### config.mk
export PLATFORM = sky130hd
export DESIGN_NAME = key_press_ctrl
export DESIGN_NICKNAME = d
export VERILOG_FILES = /design/src/rtl/key_press_ctrl.sv
export SDC_FILE = /design/constraint.sdc
export NUM_CORES = 1
export LEC_CHECK = 0
export ABC_AREA = 1
export CORE_MARGIN = 4
export CORE_UTILIZATION = 23
export CTS_CLUSTER_SIZE = 25
export DETAILED_ROUTE_END_ITERATION = 8
export SLEW_MARGIN = 10
export SYNTH_ARGS = -nofsm -noshare
export SYNTH_HDL_FRONTEND = slang
export SYNTH_SLANG_ARGS = --single-unit
### constraint.sdc
create_clock -name clk -period 1.71 [get_ports clk]
set_input_delay 0.2565 -clock clk [delete_from_list [all_inputs] [get_ports clk]]
set_output_delay 0.2565 -clock clk [all_outputs]
set_load 0.02 [all_outputs]
### src/rtl/key_press_ctrl.sv
// key_press_ctrl
//   Turns a raw active-low push-button into debounced press events and
//   sequences a wrap-around mode counter. A short press advances the mode;
//   a long press returns it to mode 0.
//
// Ports
//   clk          in   system clock, rising edge
//   rstn         in   asynchronous active-low reset
//   key_in       in   raw key, asynchronous; 1 = released, 0 = pressed
//   pressed      out  debounced key state; 1 = pressed
//   short_pulse  out  one-cycle strobe for a short press
//   long_pulse   out  one-cycle strobe for a long press
//   mode         out  current mode, 0 .. NUM_MODES-1
module key_press_ctrl #(
    parameter int unsigned DEBOUNCE  = 500,
    parameter int unsigned LONG      = 2000,
    parameter int unsigned NUM_MODES = 4,
    parameter int unsigned MODE_W    = 2
) (
    input  logic              clk,
    input  logic              rstn,
    input  logic              key_in,
    output logic              pressed,
    output logic              short_pulse,
    output logic              long_pulse,
    output logic [MODE_W-1:0] mode
);

    localparam int unsigned DB_W   = $clog2(DEBOUNCE);
    localparam int unsigned HOLD_W = $clog2(LONG);

    typedef enum logic [1:0] {
        IDLE  = 2'd0,
        PRESS = 2'd1,
        HOLD  = 2'd2
    } state_e;

    logic              sync1_q;
    logic              key_s_q;
    logic              key_db_q, key_db_d;
    logic [DB_W-1:0]   db_cnt_q, db_cnt_d;
    state_e            state_q, state_d;
    logic [HOLD_W-1:0] hold_q, hold_d;
    logic              short_q, short_d;
    logic              long_q, long_d;
    logic [MODE_W-1:0] mode_q, mode_d;

    // Two-stage synchronizer, reset to the released level.
    always_ff @(posedge clk or negedge rstn) begin
        if (!rstn) begin
            sync1_q <= 1'b1;
            key_s_q <= 1'b1;
        end else begin
            sync1_q <= key_in;
            key_s_q <= sync1_q;
        end
    end

    // Debouncer: accept a new level only after DEBOUNCE consecutive cycles
    // of disagreement; any return to the accepted level restarts the count.
    always_comb begin
        key_db_d = key_db_q;
        db_cnt_d = '0;
        if (key_s_q != key_db_q) begin
            if (db_cnt_q == DB_W'(DEBOUNCE - 1)) begin
                key_db_d = key_s_q;
            end else begin
                db_cnt_d = db_cnt_q + 1'b1;
            end
        end
    end

    // The FSM looks at key_db_d so that it reacts on the same edge that
    // changes the accepted level: long_pulse lands exactly LONG cycles after
    // pressed rises, and short_pulse rises with the edge that clears pressed.
    always_comb begin
        state_d = state_q;
        hold_d  = hold_q;
        short_d = 1'b0;
        long_d  = 1'b0;
        mode_d  = mode_q;
        case (state_q)
            IDLE: begin
                if (!key_db_d) begin
                    state_d = PRESS;
                    hold_d  = '0;
                end
            end
            PRESS: begin
                // Long has priority: a press of exactly LONG cycles is long.
                if (hold_q == HOLD_W'(LONG - 1)) begin
                    state_d = HOLD;
                    long_d  = 1'b1;
                    mode_d  = '0;
                end else if (key_db_d) begin
                    state_d = IDLE;
                    short_d = 1'b1;
                    mode_d  = (mode_q == MODE_W'(NUM_MODES - 1)) ? '0 : mode_q + 1'b1;
                end else if (hold_q != '1) begin
                    hold_d = hold_q + 1'b1;
                end
            end
            HOLD: begin
                if (key_db_d) begin
                    state_d = IDLE;
                end
            end
            default: state_d = IDLE;
        endcase
    end

    always_ff @(posedge clk or negedge rstn) begin
        if (!rstn) begin
            key_db_q <= 1'b1;
            db_cnt_q <= '0;
            state_q  <= IDLE;
            hold_q   <= '0;
            short_q  <= 1'b0;
            long_q   <= 1'b0;
            mode_q   <= '0;
        end else begin
            key_db_q <= key_db_d;
            db_cnt_q <= db_cnt_d;
            state_q  <= state_d;
            hold_q   <= hold_d;
            short_q  <= short_d;
            long_q   <= long_d;
            mode_q   <= mode_d;
        end
    end

    assign pressed     = ~key_db_q;
    assign short_pulse = short_q;
    assign long_pulse  = long_q;
    assign mode        = mode_q;

endmodule

==> results.toml <==
[status]
outcome = "finished, final reports clean"

[die]
dieArea_sq_mm = 0.008678
dieWidth_um = 93.16
start_util_pct = 24.15
rows = 30
core-area_sq_mm = 0.006907
ios = 8
die_h_um = 93.16

[run]
cap_violations = 0

[sta]
worst_slew_pin_slew_ns = 0.4315
worst_slack_ns = 0.1404
fmax_mhz = 637.1
slew_headroom_pct = 71.20
finalHoldViolCount = 0
layout_min_cycle_time_ns = 1.570
clock_skew_ns = 0.01065
rsz0062_at_grt = "false"
setup_viol = 0
slew_violations = 0
finalCritPeriodShare_pct = 91.79
setup_tns_ns = 0

[synth]
synth_area_leaders = "dfrtp_1 39%, nand2_1 13%, nand3_2 6.6%, nor2_1 6.5%, inv_1 5.0%"
yosys_warnings = 0
ys_seq_area_share_pct = 43.74
synth_ff_type = "dfrtp_1"
yosys.cell_count.top_type = "nand2_1"
syn_nets = 215
syn_avg_cell_area_sq_um = 7.980
synth.largest_area_cell = "dfrtp_1"
synth.top_cells.by_count = "56 x nand2_1, 29 x nor2_1, 26 x dfrtp_1"
synth_top_area_share_pct = 39.01
synthArstFlopShare_pct = 100.0
netlist_instances = 209
syn_area_sq_mm = 0.001668
synth-edff-count = 0
synth_seq_cells = 29
ys_types = 27

[cells_and_area]
fillers = 754
syn2layout_area_growth_pct = 22.66
layout-drive-gt1-share_pct = 21.28
diodes = 0
final_area_sq_mm = 0.002046
final_util_pct = 29.62
final_net_count = 240

[worst_setup_path]
critPathArrivalTime_ns = 1.75
worstSetupPathType = "flop to flop"
cp-startpoint = "hold_q[0]"
worst_setup_path_end_kind = "flop"
r2r-start = "hold_q[0]"
cp_max_fo = 11
worstSetupStartpointType = "flop"
required_ns = 1.89

[global_routing]
grt_pass1_vias = 1350
grt_pass1_wl_mm = 5.727
grt_max_degree = 30
antenna_found_initial = 0
grtUsageTotal_pct = 8.193
grt.overflow.total = 0

[min_path]
hold_class = "flop to flop"
min_from = "sync1_q"

[routing]
drtPass1Iterations = 4
ant_nets = 0
drc = 0
drt_first_iter_violations = 65
wl_per_cell_um = 9.864
vias_per_cell = 4.115
drt_wl_total_mm = 3.265
vias = 1362

[clock_network]
cts_hold_buf = 0
cts_buffer_depth = 2
numCtsBuffers = 5
clk_latency_ns = 0.28
path_clk_slew_ns = 0.07
htreeDepth = 2
clock_sink_count = 29
cts_tree = "done"
cts_root_buf = "clkbuf_8"

[power]
power.internal_mw = 1.042
p_clk_share_pct = 44.1
power_mw = 1.333
p_comb_share_pct = 3.3
peakVddDrop_mv = 0.2150
p_sw_share_pct = 21.87
p_leak_nw = 0.9962
seqPwrFrac_pct = 52.6
powerDensity_mw_per_mm2 = 651.8
p_sw_mw = 0.2916

[place]
dpl-instance-area_sq_mm = 0.001924
dp_hpwl_mm = 2.307
finalWeightedCongestion = 0.8621
io_buffer_count = 7
place_ws_ns = -0.07705
==> flip-flops by register name (all words and copies together), names as in the netlist <==
signal       cells
db_cnt_q         9
key_s_q          1
key_db_q         1
sync1_q          1
mode             2
short_pulse      1
state_q          2
hold_q          11
long_pulse       1
==> critical path, cell delays in order, from the launching register on <==
cell,delay (ns)
dfrtp_1,0.35
ha_1,0.18
buf_4,0.14
nand3_1,0.09
nor2_2,0.17
nand4_2,0.15
buf_4,0.24
nand3_1,0.09
nand2_1,0.05
==> stage by stage <==
stage,hold WS [ns],instances
floorplan,-0.03909,209
global placement,0.3460,321
detailed placement,0.3469,321
CTS,0.3554,329
global route,0.3593,331
finish,0.3544,331
==> cells in the final DEF, fill, tap and decap left out, types with 2 or more instances in the layout <==
cell,n
nand2_1,56
nor2_1,29
dfrtp_1,26
inv_1,22
buf_4,16
nand3_1,14
nand3_2,11
nand4_1,7
clkbuf_8,6
clkdlybuf4s50_1,6
nor3_1,5
nor2_2,4
nand2_2,4
xnor2_1,4
nor2_4,3
xor2_1,3
ha_1,3
dfstp_2,3
a21oi_1,2
clkbuf_1,2
==> metal layers <==
layer	vias to the layer above	GRT usage (%)	wire, um
met1	635	10.00	1598
met5	-	0	0
met2	13	13.32	1534
met4	0	2.442	24
met3	4	3.218	108
li1	710	-	-
==> timing repair <==
action | in CTS | in global routing
pin swaps | 0 | 1
setup buffers | 0 | 2
endpoints found under the setup margin | 11 | 12
gates resized for setup | 1 | 2
==> cell type report <==
class                           count  area (sq um)  share of cell area, %
Multi-Input combinational cell    152         827.0                  40.43
Sequential cell                    29         729.5                  35.66
Timing Repair Buffer               23         192.7                  9.419
Tap cell                           96         120.1                  5.872
Clock buffer                        8         90.09                  4.404
Inverter                           23         86.33                  4.220
==> path summary, 6_finish.rpt <==
kind / end / slack [ns] / cells after the start
hold / removal: key_s_q / 0.35 / 0
max in group asynchronous: key_s_q / 1.03 / 2
hold reg to reg: key_s_q / 0.35 / 0
setup reg to reg: hold_q[0] / 0.14 / 8
setup / recovery: hold_q[0] / 0.14 / 8
min in group asynchronous: hold_q[4] / 0.37 / 2
==> power by group through the flow <==
stage          logic, mW  clock network [mW]  registers, mW
6_report          0.0439               0.588          0.702
5_1_grt           0.0535               0.634          0.702
4_1_cts           0.0466               0.607          0.701
3_5_place_dp      0.0465                   0          0.714
3_3_place_gp      0.0459                   0          0.714
2_1_floorplan     0.0143                   0          0.715
==> kinds of logic after synthesis <==
| group | count (synthesis) | share of synthesized area, % |
|---|---|---|
| and+or+nand+nor | 138 | 41.49 |
| DFF | 29 | 43.74 |
| buffers and inverters | 28 | 7.501 |
| xor gates and xnor gates | 7 | 3.676 |
| AOI/OAI and AO/OA | 4 | 1.350 |
| adders and majority gates | 3 | 2.251 |
No activity file was read; power rests on OpenSTA's default activity.
